<file path="config.mk">
export PLATFORM = sky130hd
export DESIGN_NAME = lsu_ctrl_flat
export DESIGN_NICKNAME = d
export VERILOG_FILES = /design/src/rtl/lsu_ctrl_pkg.sv /design/src/rtl/lsu_ctrl_if.sv /design/src/rtl/lsu_ctrl_load_ext.sv /design/src/rtl/lsu_ctrl.sv /design/src/flat_wrapper.sv
export SDC_FILE = /design/constraint.sdc
export NUM_CORES = 1
export LEC_CHECK = 0
export CELL_PAD_IN_SITES_DETAIL_PLACEMENT = 1
export CELL_PAD_IN_SITES_GLOBAL_PLACEMENT = 2
export CORE_UTILIZATION = 29
export DETAILED_ROUTE_END_ITERATION = 7
export GPL_TIMING_DRIVEN = 0
export HOLD_SLACK_MARGIN = 0.02
export MAX_ROUTING_LAYER = met4
export PLACE_DENSITY_LB_ADDON = 0.05
export SLEW_MARGIN = 5
export SYNTH_ARGS = -nofsm -noshare
export SYNTH_HDL_FRONTEND = slang
export SYNTH_SLANG_ARGS = --single-unit
</file>
<file path="constraint.sdc">
create_clock -name clk -period 4.3 [get_ports clk]
set_input_delay 0.645 -clock clk [delete_from_list [all_inputs] [get_ports clk]]
set_output_delay 0.645 -clock clk [all_outputs]
set_load 0.01 [all_outputs]
</file>
<file path="src/rtl/lsu_ctrl_pkg.sv">
// Shared types and encodings for the load/store initiator: FSM states,
// fault codes, memory RW_type encodings and access-size helpers.
package lsu_ctrl_pkg;

    localparam int DATA_W = 32;
    localparam int ADDR_W = 32;

    typedef enum logic [1:0] {
        ST_IDLE   = 2'b00,
        ST_ACCESS = 2'b01,
        ST_RESP   = 2'b10
    } state_e;

    typedef enum logic [1:0] {
        FLT_OK       = 2'b00,
        FLT_MISALIGN = 2'b01,
        FLT_RANGE    = 2'b10,
        FLT_ILLEGAL  = 2'b11
    } fault_e;

    localparam logic [1:0] SZ_B = 2'b00;
    localparam logic [1:0] SZ_H = 2'b01;
    localparam logic [1:0] SZ_W = 2'b10;
    localparam logic [1:0] SZ_X = 2'b11;

    localparam logic [2:0] RW_B  = 3'b000;
    localparam logic [2:0] RW_BU = 3'b100;

    function automatic logic [2:0] size_bytes(logic [1:0] sz);
        case (sz)
            SZ_B:    return 3'd1;
            SZ_H:    return 3'd2;
            SZ_W:    return 3'd4;
            default: return 3'd0;
        endcase
    endfunction

endpackage

</file>
<file path="src/rtl/lsu_ctrl_if.sv">
// Request/response handshake plus data_memory port of the load/store initiator.
interface lsu_ctrl_if;
    import lsu_ctrl_pkg::*;

    logic              req_valid;
    logic              req_ready;
    logic              req_we;
    logic [ADDR_W-1:0] req_addr;
    logic [2:0]        req_type;
    logic [DATA_W-1:0] req_wdata;
    logic              resp_valid;
    logic [DATA_W-1:0] resp_rdata;
    logic [1:0]        resp_fault;
    logic              mem_W_en;
    logic              mem_R_en;
    logic [ADDR_W-1:0] mem_addr;
    logic [2:0]        mem_RW_type;
    logic [DATA_W-1:0] mem_din;
    logic [DATA_W-1:0] mem_dout;

    modport master (
        output req_valid, req_we, req_addr, req_type, req_wdata, mem_dout,
        input  req_ready, resp_valid, resp_rdata, resp_fault,
        input  mem_W_en, mem_R_en, mem_addr, mem_RW_type, mem_din
    );

    modport slave (
        input  req_valid, req_we, req_addr, req_type, req_wdata, mem_dout,
        output req_ready, resp_valid, resp_rdata, resp_fault,
        output mem_W_en, mem_R_en, mem_addr, mem_RW_type, mem_din
    );

endinterface

</file>
<file path="src/rtl/lsu_ctrl_load_ext.sv">
// Load data extension: takes the assembled bytes and sign/zero-extends them
// according to access size and the unsigned flag.
module lsu_ctrl_load_ext
    import lsu_ctrl_pkg::*;
(
    input  logic [DATA_W-1:0] raw,
    input  logic [1:0]        size,
    input  logic              uns,
    output logic [DATA_W-1:0] data
);

    function automatic logic [DATA_W-1:0] extend(logic [DATA_W-1:0] r, logic [1:0] sz, logic u);
        logic signed [7:0]  b;
        logic signed [15:0] h;
        b = r[7:0];
        h = r[15:0];
        case (sz)
            SZ_B:    return u ? {{(DATA_W-8){1'b0}}, r[7:0]}   : DATA_W'(b);
            SZ_H:    return u ? {{(DATA_W-16){1'b0}}, r[15:0]} : DATA_W'(h);
            default: return r;
        endcase
    endfunction

    assign data = extend(raw, size, u_sel());

    function automatic logic u_sel();
        return uns;
    endfunction

endmodule

</file>
<file path="src/rtl/lsu_ctrl.sv">
// Load/store initiator: checks and registers one request, drives the memory
// port for one aligned beat or N byte beats, then pulses a response.
module lsu_ctrl
    import lsu_ctrl_pkg::*;
#(
    parameter int MEM_BYTES = 1024,
    parameter bit SPLIT_EN  = 1'b1
) (
    input logic       clk,
    input logic       rst_n,
    lsu_ctrl_if.slave bus
);

    state_e            state_q, state_d;
    logic [1:0]        beat_q;
    logic              we_p1;
    logic [ADDR_W-1:0] addr_p1;
    logic [2:0]        type_p1;
    logic [DATA_W-1:0] wdata_p1;
    fault_e            fault_p1;
    logic              split_p1;
    logic [1:0]        last_p1;
    logic [DATA_W-1:0] buf_p1;
    logic [DATA_W-1:0] ext_data;

    logic              accept;
    logic [1:0]        sz_in;
    logic [2:0]        nbytes_in;
    logic [ADDR_W:0]   end_addr;
    logic              misalign_in;
    fault_e            fault_in;

    // Request checks; the end address is one bit wider so it never wraps.
    always_comb begin
        sz_in       = bus.req_type[1:0];
        nbytes_in   = size_bytes(sz_in);
        end_addr    = {1'b0, bus.req_addr} + {30'b0, nbytes_in} - 33'd1;
        misalign_in = (sz_in == SZ_H && bus.req_addr[0]) ||
                      (sz_in == SZ_W && bus.req_addr[1:0] != 2'b00);
        if (sz_in == SZ_X || (bus.req_we && bus.req_type[2]))
            fault_in = FLT_ILLEGAL;
        else if (end_addr >= 33'(MEM_BYTES))
            fault_in = FLT_RANGE;
        else if (!SPLIT_EN && misalign_in)
            fault_in = FLT_MISALIGN;
        else
            fault_in = FLT_OK;
    end

    assign accept = bus.req_valid && (state_q == ST_IDLE);

    always_comb begin
        state_d         = state_q;
        bus.req_ready   = 1'b0;
        bus.resp_valid  = 1'b0;
        bus.resp_rdata  = '0;
        bus.resp_fault  = FLT_OK;
        bus.mem_W_en    = 1'b0;
        bus.mem_R_en    = 1'b0;
        bus.mem_addr    = '0;
        bus.mem_RW_type = '0;
        bus.mem_din     = '0;
        unique case (state_q)
            ST_IDLE: begin
                bus.req_ready = 1'b1;
                if (bus.req_valid)
                    state_d = (fault_in == FLT_OK) ? ST_ACCESS : ST_RESP;
            end
            ST_ACCESS: begin
                bus.mem_W_en = we_p1;
                bus.mem_R_en = !we_p1;
                bus.mem_addr = addr_p1 + ADDR_W'(beat_q);
                if (split_p1) begin
                    bus.mem_RW_type = we_p1 ? RW_B : RW_BU;
                    bus.mem_din     = we_p1 ? {24'b0, wdata_p1[{beat_q, 3'b000} +: 8]} : '0;
                end else begin
                    bus.mem_RW_type = type_p1;
                    bus.mem_din     = we_p1 ? wdata_p1 : '0;
                end
                if (beat_q == last_p1)
                    state_d = ST_RESP;
            end
            ST_RESP: begin
                bus.resp_valid = 1'b1;
                bus.resp_fault = fault_p1;
                if (fault_p1 == FLT_OK && !we_p1)
                    bus.resp_rdata = ext_data;
                state_d = ST_IDLE;
            end
            default: state_d = ST_IDLE;
        endcase
    end

    // Stage 1: control state, reset; a reset mid-access simply abandons it.
    always_ff @(posedge clk) begin
        if (rst_n) begin
            state_q <= ST_IDLE;
            beat_q  <= 2'd0;
        end else begin
            state_q <= state_d;
            beat_q  <= (state_q == ST_ACCESS && beat_q != last_p1) ? beat_q + 2'd1 : 2'd0;
        end
    end

    // Stage 1: request fields and load capture buffer, no reset needed.
    always_ff @(posedge clk) begin
        if (accept) begin
            we_p1    <= bus.req_we;
            addr_p1  <= bus.req_addr;
            type_p1  <= bus.req_type;
            wdata_p1 <= bus.req_wdata;
            fault_p1 <= fault_in;
            split_p1 <= misalign_in;
            last_p1  <= misalign_in ? 2'(nbytes_in - 3'd1) : 2'd0;
        end
        if (state_q == ST_ACCESS) begin
            if (split_p1)
                buf_p1[{beat_q, 3'b000} +: 8] <= bus.mem_dout[7:0];
            else
                buf_p1 <= bus.mem_dout;
        end
    end

    lsu_ctrl_load_ext u_ext (
        .raw  (buf_p1),
        .size (type_p1[1:0]),
        .uns  (type_p1[2]),
        .data (ext_data)
    );

endmodule

</file>
<file path="src/flat_wrapper.sv">
// flat-port wrapper written by rule: the top's interface ports become plain ports
module lsu_ctrl_flat import lsu_ctrl_pkg::*;
#(
    parameter int MEM_BYTES = 1024,
    parameter bit SPLIT_EN  = 1'b1
)
  (clk, rst_n, bus_req_valid, bus_req_we, bus_req_addr, bus_req_type, bus_req_wdata, bus_mem_dout, bus_req_ready, bus_resp_valid, bus_resp_rdata, bus_resp_fault, bus_mem_W_en, bus_mem_R_en, bus_mem_addr, bus_mem_RW_type, bus_mem_din);
  lsu_ctrl_if bus_i ();
  input logic clk;
  input logic rst_n;
  input wire logic [$bits(bus_i.req_valid)-1:0] bus_req_valid;
  input wire logic [$bits(bus_i.req_we)-1:0] bus_req_we;
  input wire logic [$bits(bus_i.req_addr)-1:0] bus_req_addr;
  input wire logic [$bits(bus_i.req_type)-1:0] bus_req_type;
  input wire logic [$bits(bus_i.req_wdata)-1:0] bus_req_wdata;
  input wire logic [$bits(bus_i.mem_dout)-1:0] bus_mem_dout;
  output wire logic [$bits(bus_i.req_ready)-1:0] bus_req_ready;
  output wire logic [$bits(bus_i.resp_valid)-1:0] bus_resp_valid;
  output wire logic [$bits(bus_i.resp_rdata)-1:0] bus_resp_rdata;
  output wire logic [$bits(bus_i.resp_fault)-1:0] bus_resp_fault;
  output wire logic [$bits(bus_i.mem_W_en)-1:0] bus_mem_W_en;
  output wire logic [$bits(bus_i.mem_R_en)-1:0] bus_mem_R_en;
  output wire logic [$bits(bus_i.mem_addr)-1:0] bus_mem_addr;
  output wire logic [$bits(bus_i.mem_RW_type)-1:0] bus_mem_RW_type;
  output wire logic [$bits(bus_i.mem_din)-1:0] bus_mem_din;
  assign bus_i.req_valid = bus_req_valid;
  assign bus_i.req_we = bus_req_we;
  assign bus_i.req_addr = bus_req_addr;
  assign bus_i.req_type = bus_req_type;
  assign bus_i.req_wdata = bus_req_wdata;
  assign bus_i.mem_dout = bus_mem_dout;
  assign bus_req_ready = bus_i.req_ready;
  assign bus_resp_valid = bus_i.resp_valid;
  assign bus_resp_rdata = bus_i.resp_rdata;
  assign bus_resp_fault = bus_i.resp_fault;
  assign bus_mem_W_en = bus_i.mem_W_en;
  assign bus_mem_R_en = bus_i.mem_R_en;
  assign bus_mem_addr = bus_i.mem_addr;
  assign bus_mem_RW_type = bus_i.mem_RW_type;
  assign bus_mem_din = bus_i.mem_din;
  lsu_ctrl #(.MEM_BYTES(MEM_BYTES), .SPLIT_EN(SPLIT_EN)) u_core (.clk(clk), .rst_n(rst_n), .bus(bus_i));
endmodule
</file>
* After elaboration in Yosys (flattened, before gate mapping)
Index checks and enable logic that the tools add are counted.
** Operators by class
- Add/subtract/negate cells :: 6
- Order comparisons :: 1
- Eq/ne operators :: 10
- Shift-type cells :: 3
- Mux-type cells :: 27
- Bitwise operators :: 1
- Reductions and logical operators :: 17
** Operator list (count)
- $mux 32 :: 9
- $pmux 32 s2 :: 1
- $add 32x3->33 :: 1
- $ge 33x11->1 const B :: 1
- $sub 33x1->33 const B :: 1
- $add 32x2->32 :: 1
- $bwmux 32 :: 1
- $shift 8x7->32 const A :: 1
- $shiftx 32x6->8 :: 1
- $shiftx 8x7->32 :: 1
- $mux 2 :: 6
- $logic_not 2->1 :: 5
- $mux 3 :: 3
- $pmux 3 s3 :: 1
- $mux 8 :: 1
- $neg 5->7 :: 1
- $eq 2x1->1 const B :: 3
- $eq 2x2->1 const B :: 3
- $logic_and 1x1->1 :: 6
- $mux 1 :: 4
- $pmux 2 s2 :: 1
- $add 2x1->2 const B :: 1
- $eq 2x2->1 :: 1
- $logic_or 1x1->1 :: 2
- 9 further kinds :: 9
** Word-level totals
- Register bits after elaboration :: 109
- Output and inout bits :: 105

* Logic depth before layout (Yosys ltp)
- Word-level depth :: 11
- Gate-level depth with buffers :: 14
- Gate-level depth less buffers :: 14

* Cells and area by module
Synthesis repeated with hierarchy kept, for this count alone.
** Unflattened totals
- Cell total of the unflattened synthesis :: 907
- Area, all modules :: 8095.3 um2
** Modules (own cells, without submodules)
- lsu_ctrl :: instances 1, cells each 840, area each 7739.9 um2
- lsu_ctrl_load_ext :: instances 1, cells each 67, area each 355.3 um2

* Least setup slack after synthesis
No wires, ideal clock.
- Path type :: input -> register
- From :: input port bus_req_type[0]
- To :: register u_core.state_q[1]
- Setup time :: 0.125 ns
- Data arrival time :: 3.635 ns
- Required time :: 4.175 ns
- Path slack :: 0.540 ns
- Cell stages on the path :: 14
- Cell sequence :: or2_2 -> ha_1 -> inv_1 -> ha_1 -> inv_1 -> fa_1 -> nand2b_1 -> a21oi_1 -> o211ai_1 -> a211oi_1 -> nor3_1 -> a2111o_1 -> or4_4 -> o41a_1
** On the way
- Cells in the longest elaborated chain, start to end :: 11
** RTL lines
- from (decl) :: line flat_wrapper.sv:14 : input wire logic [$bits(bus_i.req_type)-1:0] bus_req_type;
- $eq 2x2->1 (tied with other cells) :: line lsu_ctrl_pkg.sv:30 : case (sz)
- $pmux 3 s3 :: line lsu_ctrl_pkg.sv:30
- $add 32x3->33 :: line lsu_ctrl.sv:37 : end_addr = {1'b0, bus.req_addr} + {30'b0, nbytes_in} - 33'd1;
- $sub 33x1->33 :: line lsu_ctrl.sv:37
- $ge 33x11->1 :: line lsu_ctrl.sv:42 : else if (end_addr >= 33'(MEM_BYTES))
- $mux 2 :: line lsu_ctrl.sv:42
- $mux 2 (*) :: line lsu_ctrl.sv:40 : if (sz_in == SZ_X || (bus.req_we && bus.req_type[2]))
- $logic_not 2->1 (*) :: line lsu_ctrl.sv:67 : state_d = (fault_in == FLT_OK) ? ST_ACCESS : ST_RESP;
- $mux 2 (*) :: line lsu_ctrl.sv:67
- $mux 2 (*) :: line lsu_ctrl.sv:66 : if (bus.req_valid)
- $pmux 2 s2 (*) :: line lsu_ctrl.sv:63 : unique case (state_q)
- to (signal assigned) :: line lsu_ctrl.sv:100 : state_q <= state_d;
- to (decl) :: line lsu_ctrl.sv:14 : state_e state_q, state_d;
Every way passes the cells marked *; elsewhere a longest branch is shown, timed or not. The select of a mux whose other input is x is not followed.
A chain may end at the register's enable or synchronous reset.

* Worst setup path in the final report
- From :: input port bus_req_addr[1]
- To :: register u_core.state_q[1]
** On the way
- Cells in the longest elaborated chain, start to end :: 9
** RTL lines
- from (decl) :: line flat_wrapper.sv:13 : input wire logic [$bits(bus_i.req_addr)-1:0] bus_req_addr;
- $add 32x3->33 :: line lsu_ctrl.sv:37
- $sub 33x1->33 :: line lsu_ctrl.sv:37
- $ge 33x11->1 :: line lsu_ctrl.sv:42
- $mux 2 :: line lsu_ctrl.sv:42
- $mux 2 :: line lsu_ctrl.sv:40
- $logic_not 2->1 :: line lsu_ctrl.sv:67
- $mux 2 :: line lsu_ctrl.sv:67
- $mux 2 :: line lsu_ctrl.sv:66
- $pmux 2 s2 :: line lsu_ctrl.sv:63
No other way between the ends. The select of a mux whose other input is x is not followed.

==> out/results.ini <==
[setup_path]
worst-path-buf-inv=4
crit_chain=clkdlybuf4s50_1 > inv_1 > ha_1 > inv_1 > ha_1 > inv_1 > fa_1 > nand2b_1 > a21oi_4 > o211ai_1 > a211oi_1 > nor3_1 > a2111o_1 > or4_4 > o41a_1
path_max_fanout=3
required_ps=4540
max_stage_delay_ps=520
worst-r2r-setup-slack_ps=1170
r2r_end=u_core.buf_p1[19]
crit_path_start_kind=primary input
critPathKind=primary input to flop
worstReg2RegStart=u_core.beat_q[1]
slowest_stage=clkdlybuf4s50_1
ff2ff_path_depth=8
arrival_ps=4390
cp_top_family=compound AO/OA/AOI/OAI gates
endpoint_kind=flop
cp_common_cell=inv_1

[clock_network]
cts_tree=built
cts.clk_slew.worst_paths_ps=80
cts_made_buffers=9
postCtsHoldBufs=0
htree_levels=3
clkLatencyLatePin_ps=370
clockRootBuffer=clkbuf_16
clk_path_buf_depth=2
clock-sinks=109

[logic_synthesis]
synth_warnings=0
synthCells=911
netlist_area_mm2=0.00799
synth_top_area_cell=edfxtp_1
synth_cell_type_count=78
ys.flop_type=edfxtp_1
async_flop_share_pct=0
yosysTopAreaCellShare_pct=39.5
synth_seq_cells=109
syn_avg_cell_area_um2=8.77
synthesis.nets=1056
synth_edf_count=105
ys_top_cells_by_area=edfxtp_1 39%, ha_1 6.3%, a21oi_1 4.8%, inv_1 4.5%, o21ai_0 4.3%
synth_seq_area_share_pct=40.5

[layout]
final_nets=1279
synthToLayoutAreaGrowth_pct=37.6
antenna_cells=0
final_cell_mix=205 x clkdlybuf4s50_1, 105 x edfxtp_1, 96 x inv_1, 81 x nand2_1, 75 x a21oi_1
mostFrequentLayoutCell=clkdlybuf4s50_1
fin_util_pct=40.8
drive_above_1_share_pct=6.85

[floorplan]
die_h_um=168
initial_utilization_pct=29.6
rows=60
core-area_mm2=0.0270
io_pins=208
die_w_um=168
die_area_mm2=0.0282

[place]
io_buffers=207
gp_congestion=0.882
dpl.hpwl_um=23100

[sta]
period_share_pct=96.5
fmax_mhz=241
setup_viol=0
whs_ps=522
fin_worst_skew_ps=13.8
setup_tns_ps=0
slew_viol_final=0
hold_violations=0
rsz0062_at_grt=false
slew_headroom_pct=26.9
fin_crit_ps=4150
tightest_slew_ps=1090

[global_routing]
antenna_found_initial=0
grt_usage_pct=21.3
grt_max_degree=63
grt_pass1_wl_um=44700
grt_pass1_vias=7611
overflow=0

[routing]
via_per_inst=5.17
vias=7655
drt-pass1-iter-count=5
drc=0
routedWlPerCell_um=19.7
drt-total-wl_um=29200
antenna_left=0
drtIter0Drc=294

[hold_path]
hp-start=u_core.beat_q[0]
hold_class=flop to flop
whs_path_depth=1
hold_end=u_core.beat_q[0]

[power]
total_power_mw=2.80
peakVddDrop_mv=0.189
p_per_area_mw_per_mm2=255
p_leak_nw=4.09

[job]
drv_cap=0

[outcome]
run_status=finished clean

-- power by group --
part           switching, mW  total (mW)  internal [mW]
logic                  0.376       0.651          0.275
registers             0.0279        1.24           1.21
clock network          0.437       0.905          0.469
-- Yosys cell counts, drive strengths merged, types with 5 or more instances --
cell type  count
nand3b         5
nand3         20
o211ai        10
o21a          11
inv           96
nor2          70
a21oi         79
or2            5
nor4           8
or4            5
o22ai         12
or3           14
ha            40
buf           13
o21ai         75
nand2         82
xor2          17
and2          45
edfxtp       105
o21bai         5
clkbuf        24
a21o           9
nand2b         9
a211oi         9
nor3          18
nand4         29
and4           5
mux2           9
xnor2         11
and3           8
-- how the worst max path moves through the flow --
stage | from | end | slack (ps) | depth (start not counted)
after floorplan | bus_req_type[0] | u_core.state_q[1] | 540 | 14
after global placement | bus_req_type[0] | u_core.fault_p1[1] | -780 | 13
after detailed placement | bus_req_type[0] | u_core.fault_p1[1] | -790 | 13
after CTS | u_core.beat_q[1] | bus_mem_addr[31] | 10 | 10
after global routing | bus_req_addr[1] | u_core.state_q[1] | 20 | 16
final | bus_req_addr[1] | u_core.state_q[1] | 150 | 15
-- what timing repair did --
action	in CTS	in global routing
resized for setup	13	13
setup buffers	4	0
gates cloned	0	0
pin swaps	3	0
setup endpoints to repair	10	17
-- final cells by class --
cell class | instances | area, um2
Buffer | 37 | 168
Timing Repair Buffer | 212 | 2130
Inverter | 96 | 360
Tap cell | 341 | 427
Sequential cell | 109 | 3240
Clock buffer | 9 | 225
Clock inverter | 7 | 90.1
Multi-Input combinational cell | 669 | 4350
Fill cell | 3143 | 16000
-- logic make-up after synthesis --
group	share of synthesized area, %
AO/OA/AOI/OAI	18.7
XOR/XNOR	3.07
adder cells (fa/ha/maj)	6.77
buffers and inverters	6.61
flip-flops	40.5
multiplexers	1.77
AND/OR/NAND/NOR	22.6
-- sequential cells by signal, indices dropped and copies added (netlist names) --
signal / flops
u_core.wdata_p1: 32
u_core.addr_p1: 32
u_core.type_p1: 3
u_core.buf_p1: 32
u_core.beat_q: 2
u_core.split_p1: 1
u_core.last_p1: 2
u_core.state_q: 2
u_core.we_p1: 1
u_core.fault_p1: 2
-- per-stage QoR --
step / worst slack, ps / instances / cell area, um2
finish: 151 / 1480 / 11000
global route: 17.2 / 1480 / 11000
CTS: 11.2 / 1480 / 10900
floorplan: 540 / 911 / 7990
detailed placement: -793 / 1460 / 10500
global placement: -780 / 1459 / 10500
-- worst register-to-register path, delay by kind of cell (launching register included) --
kind / cells / cell delay, ps
compound gates: 1 / 120
buf+inv: 2 / 770
simple gates: 4 / 1280
fa+ha+maj: 1 / 240
flops: 1 / 580
-- metal layers --
layer / vias to the layer above / GRT usage [%] / share of wire (%)
li1: 3734 / - / -
met2: 161 / 36.7 / 50
met3: 17 / 3.03 / 4.1
met5: - / - / 0
met4: 0 / 3.99 / 0.90
met1: 3743 / 26.6 / 45
Note: power is estimated with default switching activity, not from simulation.
